### config.mk
export PLATFORM = sky130hd
export DESIGN_NAME = gcd_job_sequencer
export DESIGN_NICKNAME = d
export VERILOG_FILES = /design/src/rtl/gcd_job_sequencer.sv
export SDC_FILE = /design/constraint.sdc
export NUM_CORES = 1
export LEC_CHECK = 0
export BUFFER_PORTS_ARGS = -buffer_cell sky130_fd_sc_hd__buf_2
export CAP_MARGIN = 10
export CORE_ASPECT_RATIO = 1.5
export CORE_UTILIZATION = 55
export CTS_CLUSTER_DIAMETER = 200
export CTS_CLUSTER_SIZE = 8
export DETAILED_ROUTE_END_ITERATION = 12
export PLACE_DENSITY = 0.77
export SETUP_SLACK_MARGIN = 0.3
export SLEW_MARGIN = 20
export SYNTH_ARGS = -nofsm -noshare
export SYNTH_HDL_FRONTEND = slang
export SYNTH_SLANG_ARGS = --single-unit
### constraint.sdc
create_clock -name clk -period 3.9 [get_ports clk]
set_input_delay 0.39 -clock clk [delete_from_list [all_inputs] [get_ports clk]]
set_output_delay 0.39 -clock clk [all_outputs]
set_load 0.005 [all_outputs]
### src/rtl/gcd_job_sequencer.sv
// Queues operand pairs in a small FIFO and runs them one at a time through an external gcd core,
// holding each result (with its operands and RUN-cycle count) until the consumer accepts it.
module gcd_job_sequencer #(
  parameter int unsigned DEPTH = 4,
  parameter int unsigned W     = 8
) (
  input  logic         clk,
  input  logic         rst,
  input  logic         in_valid,
  output logic         in_ready,
  input  logic [W-1:0] in_a,
  input  logic [W-1:0] in_b,
  output logic         core_rst,
  output logic [W-1:0] core_a,
  output logic [W-1:0] core_b,
  input  logic [W-1:0] core_ret,
  input  logic         core_done,
  output logic         out_valid,
  input  logic         out_ready,
  output logic [W-1:0] out_ret,
  output logic [W-1:0] out_a,
  output logic [W-1:0] out_b,
  output logic [15:0]  out_cycles,
  output logic         busy
);

  localparam int unsigned AW = $clog2(DEPTH);

  typedef enum logic [1:0] {StIdle, StLaunch, StRun, StHold} state_e;

  state_e        state;
  logic [W-1:0]  fifo_a [DEPTH];
  logic [W-1:0]  fifo_b [DEPTH];
  logic [AW-1:0] wr_ptr;
  logic [AW-1:0] rd_ptr;
  logic [AW:0]   count;
  logic          full;
  logic          empty;
  logic          push;
  logic          pop;
  logic [W-1:0]  job_a;
  logic [W-1:0]  job_b;
  logic [15:0]   run_cnt;
  logic [15:0]   cnt_inc;

  always_comb begin
    full     = (count == DEPTH[AW:0]);
    empty    = (count == '0);
    in_ready = !full;
    push     = in_valid && in_ready;
    pop      = !empty && ((state == StIdle) || ((state == StHold) && out_ready));
    cnt_inc  = (run_cnt == 16'hFFFF) ? run_cnt : run_cnt + 16'd1;
    core_rst = rst || (state == StLaunch);
    core_a   = job_a;
    core_b   = job_b;
    busy     = (state != StIdle) || !empty;
  end

  // Storage carries no reset; validity is tracked by count alone.
  always_ff @(posedge clk) begin
    if (push) begin
      fifo_a[wr_ptr] <= in_a;
      fifo_b[wr_ptr] <= in_b;
    end
  end

  always_ff @(posedge clk) begin
    if (rst) begin
      wr_ptr <= '0;
      rd_ptr <= '0;
      count  <= '0;
    end else begin
      if (push) wr_ptr <= wr_ptr + 1'b1;
      if (pop)  rd_ptr <= rd_ptr + 1'b1;
      case ({push, pop})
        2'b10:   count <= count + 1'b1;
        2'b01:   count <= count - 1'b1;
        default: count <= count;
      endcase
    end
  end

  always_ff @(posedge clk) begin
    if (rst) begin
      state      <= StIdle;
      job_a      <= '0;
      job_b      <= '0;
      run_cnt    <= '0;
      out_valid  <= 1'b0;
      out_ret    <= '0;
      out_a      <= '0;
      out_b      <= '0;
      out_cycles <= '0;
    end else begin
      case (state)
        StIdle: begin
          if (pop) begin
            job_a   <= fifo_a[rd_ptr];
            job_b   <= fifo_b[rd_ptr];
            run_cnt <= '0;
            state   <= StLaunch;
          end
        end
        StLaunch: state <= StRun;
        StRun: begin
          run_cnt <= cnt_inc;
          // core_done is only trusted here; a stale done lingers through LAUNCH.
          if (core_done) begin
            out_ret    <= core_ret;
            out_a      <= job_a;
            out_b      <= job_b;
            out_cycles <= cnt_inc;
            out_valid  <= 1'b1;
            state      <= StHold;
          end
        end
        StHold: begin
          if (out_ready) begin
            out_valid <= 1'b0;
            if (pop) begin
              job_a   <= fifo_a[rd_ptr];
              job_b   <= fifo_b[rd_ptr];
              run_cnt <= '0;
              state   <= StLaunch;
            end else begin
              state <= StIdle;
            end
          end
        end
        default: state <= StIdle;
      endcase
    end
  end

endmodule

==> results.md, run 1 <==
- Via density: ~5.6
- Rows: 47
- Area taken by multi-input logic gates: 2420 µm²
- Number of synthesized flops with an enable pin: 64
- CP arrival: 2800 ps
- Worst-Margin Slew: 846 ps
- Setup WS pre-CTS: 1490 ps
- Syn avg cell area: 11.2 µm²
- Relative slew slack: 43.6%
- Cell area after layout: 7340 µm²
- IO Port Bufs: ~90
- P_leak: around 2.7 nW
- Overflow after GRT: 0
- First-pass GRT wire length: around 22000 µm
- Post-synth top flop: dfxtp_1
- Nets: 671
- Max H-tree Level: 4
- Net switching power: 0.00162 W
- CORE AREA: 11000 µm²
- Final min period: 2440 ps
- Post-route DRC violation count: 0
- ANT nets after route: 0
- Status: finished, final reports clean
- Initial antenna violation count: 0
- Post-CTS sizing: 0
- Most frequent cells in the layout: 101 x nand2_1, 88 x buf_2, 83 x dfxtp_1
- Placed Area: around 6700 µm²
- Worst Setup Start Kind: register
- Synth-to-layout area growth: 18.2%
- F_max: about 410 MHz
- Gp weighted congestion: approximately 0.95
- Seq. cell area: 3600 µm²
- Total internal power: 0.00329 W
- Post-Syn Instances: 553
- WL final: 13100 µm
- CP max FO: 6
- Yosys reg bits: 148
- Die Y-Extent: ~130 µm
- Clk_skew: 3.79 ps
- Drt pass-1 iters: 5
- TritonCTS clock tree: done
- Sink Count: between 100 and 150
- IO Pins: 89
- Initial Utilization: a little under three fifths
- Busiest grt layer: met2
- Max-slew violation count: 0
- Synthesized Nets: about 590
- Sequential area share after synthesis: 58.0%
- Clock-pin slew on the worst setup and hold paths: 70 ps
- Fin cells: 790
- Vias: 4458
- Max-cap violations: 0
- Final worst path period share: 62.6%
- Async S/R FF share, synth: 0%
- Yosys warns: 0
- Proportion of layout cells with a drive suffix above 1: about a quarter
- DP Cell Count: 758
- CP required: roughly 4300 ps
- Met1 usage: 26.1%
- Buffer depth of the longest clock path: 2
- Combinational share of power: 24.9%
- Power Dens Cells: 669 nW/µm²
- Worst reg-to-reg setup slack: 1460 ps
- Clock Latency Late Sink: 420 ps
- CP endpoint kind: register
- Setup violators final: 0
- Hold-critical path depth: 1
- Post-layout utilization of the core: 66.7%
- Largest net degree at the start of global routing: 35
- Worst IR drop on VDD: 0.416 mV
- Distinct cells, synth: 57
- Fin. Hold Viols: 0
- DRT iter0 DRCs: 324
- Most common cell after layout, fill and taps aside: nand2_1
- Die area: between 10000 and 15000 µm²
- Sw Ratio: 33.0%
- Crit Path Category: reg2reg
- Met3 Usage GRT: 8.02%
- Vias in the first global route: 4480
- Clk pwr share: 33.5%
- # Post-CTS Setup Buffers: 0
- Hold Path Class: in2reg
- Met2 GRT Util: 42.1%
- All-Layer GR Usage: 24.3%
- Seq pwr share: 41.6%
- RSZ-0062 raised after global routing: no
- Number of antenna diodes: 0
- Min setup slack post-route: 1460 ps
- Mapped Area: 6210 µm²
- Post-DP HPWL: 8890 µm
- Fill cells: ~860
- Clock Tree Root: clkbuf_16
- DIE WIDTH: 88.8 µm
- Number of hold buffers added after CTS: 0
- Worst Reg-to-Reg Cells: 9
- Total CTS buffers: 17
- Setup TNS: 0 ps
- Routed length per instance: 16.6 µm
-- cells by family (layout without fill, tap and decap cells) --
kind of cell	count (synthesis)	in the layout	synth area share (%)
flip-flops	148	148	58.0
adder cells (fa/ha/maj)	12	12	2.54
XOR/XNOR	10	10	1.41
multiplexers	19	19	6.29
AO/OA/AOI/OAI	111	111	11.3
buffers and inverters	47	137	3.14
AND/OR/NAND/NOR	206	206	17.3
-- synth_stat cells, types with 2 or more instances --
master,n,area [µm²]
nand2_1,102,383
dfxtp_1,84,1680
edfxtp_1,64,1920
a21oi_1,59,295
nor2_1,28,105
mux4_2,16,360
clkbuf_1,14,52.6
inv_1,13,48.8
buf_2,12,60.1
ha_1,11,138
a311oi_1,9,78.8
o21ai_1,9,45.0
nand2b_1,8,50.1
xnor2_1,8,70.1
and3_1,7,43.8
buf_1,7,26.3
or3_1,7,43.8
and4_1,6,52.6
nor3_1,6,30.0
nor4_1,6,37.5
nand3_1,5,25.0
nand3b_1,5,37.5
o211ai_1,5,37.5
a31oi_1,4,25.0
o21ai_0,4,20.0
or4_1,4,30.0
a211oi_1,3,22.5
mux2i_1,3,30.0
nand4_1,3,18.8
nor3_2,3,30.0
a21o_1,2,15.0
a311oi_2,2,30.0
and2_1,2,12.5
nand3_2,2,20.0
nand4_4,2,42.5
nor2b_1,2,12.5
nor4_4,2,42.5
o21a_1,2,15.0
o31ai_1,2,15.0
o32ai_1,2,17.5
xor2_1,2,17.5
-- critical path, cell delays in order, from the launching register on --
cell and delay [ps]:
dfxtp_1 410, or3b_1 450, and2_1 230, inv_1 90
ha_1 180, inv_1 60, fa_1 370, xor2_1 160
or3_1 300, a21oi_1 130
-- registers in the layout (all words and copies together), names as in the netlist, 8 cells and up, named ones only --
name	cells
fifo_b	32
out_a	8
run_cnt	16
out_cycles	16
fifo_a	32
out_ret	8
out_b	8
core_a	8
core_b	8
-- per-stage QoR --
stage	power [W]	hold WS [ps]
finish	0.00491	175
floorplan	0.00290	448
detailed placement	0.00328	444
global placement	0.00325	442
global route	0.00517	163
CTS	0.00494	162
-- power by group through the flow --
stage / Combinational (W) / Clock [W] / Sequential, W
after floorplan: 0.000910 / 0 / 0.00199
after global placement: 0.00119 / 0 / 0.00206
after detailed placement: 0.00121 / 0 / 0.00208
after CTS: 0.00123 / 0.00166 / 0.00205
after global routing: 0.00136 / 0.00173 / 0.00208
final: 0.00122 / 0.00164 / 0.00204
-- per-layer routing --
| layer | share of wire (%) | up-vias |
|---|---|---|
| li1 | - | 2174 |
| met1 | 37 | 2122 |
| met2 | 54 | 132 |
| met3 | 6.0 | 30 |
| met4 | 2.9 | 0 |
| met5 | 0 | - |
-- final timing paths --
path | to | start
setup / recovery | count[2]$_SDFFE_PP0P_ | count[2]$_SDFFE_PP0P_
hold / removal | fifo_a[0][4]$_DFFE_PP_ | in_a[4]
setup reg to reg | count[2]$_SDFFE_PP0P_ | count[2]$_SDFFE_PP0P_
hold reg to reg | out_a[4]$_SDFFE_PP0P_ | out_a[4]$_SDFFE_PP0P_
-- layout make-up --
class                   instances  area share, %
multi-input cells             358           32.9
clock buffers                  17           5.80
repair buffers                 92           6.41
well taps                     147           2.51
inverters                      13          0.665
flip-flops and latches        148           49.1
clock inverters                15           2.54
Note: power is estimated with default switching activity, not from simulation.
==> run 2, diff against run 1 <==
--- a/config.mk
+++ b/config.mk
@@ -8,11 +8,11 @@
 export BUFFER_PORTS_ARGS = -buffer_cell sky130_fd_sc_hd__buf_2
 export CAP_MARGIN = 10
 export CORE_ASPECT_RATIO = 1.5
-export CORE_UTILIZATION = 55
+export CORE_UTILIZATION = 51
 export CTS_CLUSTER_DIAMETER = 200
 export CTS_CLUSTER_SIZE = 8
 export DETAILED_ROUTE_END_ITERATION = 12
-export PLACE_DENSITY = 0.77
+export PLACE_DENSITY = 0.75
 export SETUP_SLACK_MARGIN = 0.3
 export SLEW_MARGIN = 20
 export SYNTH_ARGS = -nofsm -noshare
==> constraint.sdc (replaced) <==
create_clock -name clk -period 2.23 [get_ports clk]
set_input_delay 0.223 -clock clk [delete_from_list [all_inputs] [get_ports clk]]
set_output_delay 0.223 -clock clk [all_outputs]
set_load 0.005 [all_outputs]
==> results.md, run 2 (synthesized netlist as in run 1, its figures left out) <==
- Status: finished, final reports clean (unchanged)
- Worst reg-to-reg setup slack: 150 ps (was 1460 ps)
- Post-DP HPWL: 9450 µm (was 8890 µm)
- CP required: 2580 ps (was 4260 ps)
- Min-delay src: in_a[1] (was in_a[4])
- Worst Setup Start Kind: register (unchanged)
- Cell area after layout: 7630 µm² (was 7340 µm²)
- F_max: 481 MHz (was 410 MHz)
- Total internal power: 0.00599 W (was 0.00329 W)
- Sw Ratio: 32.3% (was 33.0%)
- Clock-pin slew on the worst setup and hold paths: 60 ps (was 70 ps)
- All-Layer GR Usage: 22.8% (was 24.3%)
- Clk pwr share: 30.2% (was 33.5%)
- Net switching power: 0.00286 W (was 0.00162 W)
- Seq. cell area: 3610 µm² (was 3600 µm²)
- Relative slew slack: 41.4% (was 43.6%)
- Gp weighted congestion: 0.899 (was 0.951)
- RSZ-0062 raised after global routing: yes (was no)
- CP max FO: 2 (was 6)
- Max-cap violations: 0 (unchanged)
- Final worst path period share: 93.2% (was 62.6%)
- P_leak: 2.82 nW (was 2.68 nW)
- ANT nets after route: 0 (unchanged)
- IO Port Bufs: 88 (unchanged)
- Min Hold Slack: 15.7 ps (was 175 ps)
- Combinational share of power: 30.7% (was 24.9%)
- Die Y-Extent: 137 µm (was 132 µm)
- Min setup slack post-route: 151 ps (was 1460 ps)
- Power Dens Cells: 1160 nW/µm² (was 669 nW/µm²)
- Clk_skew: 5.71 ps (was 3.79 ps)
- CP arrival: 2430 ps (was 2800 ps)
- RR Startpoint: count[0]$_SDFFE_PP0P_ (was count[2]$_SDFFE_PP0P_)
- CP endpoint kind: register (unchanged)
- Area taken by multi-input logic gates: 2480 µm² (was 2420 µm²)
- Max H-tree Level: 4 (unchanged)
- Worst IR drop on VDD: 0.872 mV (was 0.416 mV)
- Overflow after GRT: 0 (unchanged)
- Setup violators final: 0 (unchanged)
- Placed Area: 6920 µm² (was 6720 µm²)
- Worst Reg-to-Reg Cells: 9 (unchanged)
- Hold-critical path depth: 1 (unchanged)
- DRT iter0 DRCs: 188 (was 324)
- Rows: 49 (was 47)
- IO Pins: 89 (unchanged)
- Clock Latency Late Sink: 420 ps (about the same)
- Routed length per instance: 16.7 µm (was 16.6 µm)
- Final min period: 2080 ps (was 2440 ps)
- Pwr Total: 0.00885 W (was 0.00491 W)
- Worst-Margin Slew: 880 ps (was 846 ps)
- Most common cell after layout, fill and taps aside: nand2_1 (unchanged)
- WL final: 13800 µm (was 13100 µm)
- Crit Path Category: reg2reg (unchanged)
- Total CTS buffers: 17 (unchanged)
- Post-route DRC violation count: 0 (unchanged)
- First-pass GRT wire length: 21900 µm (was 21500 µm)
- Proportion of layout cells with a drive suffix above 1: 31.7% (was 25.2%)
- Largest net degree at the start of global routing: 41 (was 35)
- Hold Path Class: in2reg (unchanged)
- Fill cells: 902 (was 856)
- Clock Tree Root: clkbuf_16 (unchanged)
- Synth-to-layout area growth: 22.9% (was 18.2%)
- Initial antenna violation count: 0 (unchanged)
- Max-slew violation count: 0 (unchanged)
- Die area: 12600 µm² (was 11700 µm²)
- Buffer depth of the longest clock path: 2 (unchanged)
- Drt pass-1 iters: 6 (was 5)
- Largest registers: fifo_a (32), fifo_b (32) (unchanged)
- DIE WIDTH: 92.1 µm (was 88.8 µm)
- Nets: 704 (was 671)
- Vias in the first global route: 4617 (was 4480)
- TritonCTS clock tree: done (unchanged)
- Initial Utilization: 51.9% (was 56.5%)
- Vias: 4632 (was 4458)
- Via density: 5.59 (was 5.64)
- Worst R2R End: count[2]$_SDFFE_PP0P_ (unchanged)
- Most frequent cells in the layout: 101 x nand2_1, 88 x buf_2, 77 x dfxtp_1 (was 101 x nand2_1, 88 x buf_2, 83 x dfxtp_1)
- Sink Count: 148 (unchanged)
- Hold path endpoint: fifo_a[2][1]$_DFFE_PP_ (was fifo_a[0][4]$_DFFE_PP_)
- Fin. Hold Viols: 0 (unchanged)
- Seq pwr share: 39.1% (was 41.6%)
- Setup WS pre-CTS: -38.5 ps (was 1490 ps)
- CORE AREA: 12000 µm² (was 11000 µm²)
- Number of antenna diodes: 0 (unchanged)
run 2: per-layer routing:
metal  share of wire [%]  GRT usage [%]  vias to the layer above
met2                  55           42.1                      124
met1                  38           24.2                     2237
met4                 2.6           10.1                        0
met5                   0              0                        -
li1                    -              -                     2242
met3                 5.0           6.17                       29
run 2: final cells by class:
class,instances,share of cell area [%]
clock buffer,17,5.58
clock inverter,15,1.72
inverter,13,0.672
multi-input combinational,358,32.6
sequential,148,47.3
tap,153,2.51
timing repair buffer,125,9.61
run 2: worst max-delay path: stages, from the launching register on:
cell,delay (ps)
dfxtp_2,310
or3b_4,400
and2_4,160
inv_4,60
ha_4,130
inv_2,30
fa_2,320
xor2_1,160
or3_1,320
a21oi_2,120
run 2: what timing repair did:
item | CTS | global route
setup endpoints to repair | 42 | 49
endpoints found under the hold margin | 4 | 0
gates resized for setup | 10 | 11
pin swaps | 4 | 3
hold buffers | 1 | 0
setup buffers | 8 | 3
cloned | 0 | 0
run 2: power groups by stage:
stage / registers, W / logic, W / clock network, W
after global placement: 0.00349 / 0.00248 / 0
after global routing: 0.00350 / 0.00299 / 0.00283
after floorplan: 0.00348 / 0.00164 / 0
after detailed placement: 0.00352 / 0.00254 / 0
final: 0.00346 / 0.00272 / 0.00267
after CTS: 0.00346 / 0.00267 / 0.00270
run 2: worst max path at each step:
| stage | startpoint | slack (ps) | depth (start not counted) | to |
|---|---|---|---|---|
| 6_report | count[0]$_SDFFE_PP0P_ | 150 | 9 | count[2]$_SDFFE_PP0P_ |
| 5_1_grt | count[0]$_SDFFE_PP0P_ | 100 | 9 | count[2]$_SDFFE_PP0P_ |
| 4_1_cts | count[0]$_SDFFE_PP0P_ | 160 | 9 | count[2]$_SDFFE_PP0P_ |
| 3_5_place_dp | state[1]$_SDFFE_PP0P_ | -40 | 6 | run_cnt[2]$_SDFFE_PP0P_ |
| 3_3_place_gp | state[1]$_SDFFE_PP0P_ | 90 | 6 | run_cnt[10]$_SDFFE_PP0P_ |
| 2_1_floorplan | count[1]$_SDFFE_PP0P_ | 170 | 9 | count[2]$_SDFFE_PP0P_ |
run 2: metrics by stage:
stage                     TNS, ps  util [%]  instances
after detailed placement    -41.0      57.9        785
final                           0      63.8        829
after floorplan                 0         -        553
after CTS                       0      63.3        826
after global routing            0      63.8        829
after global placement          0      57.9        785
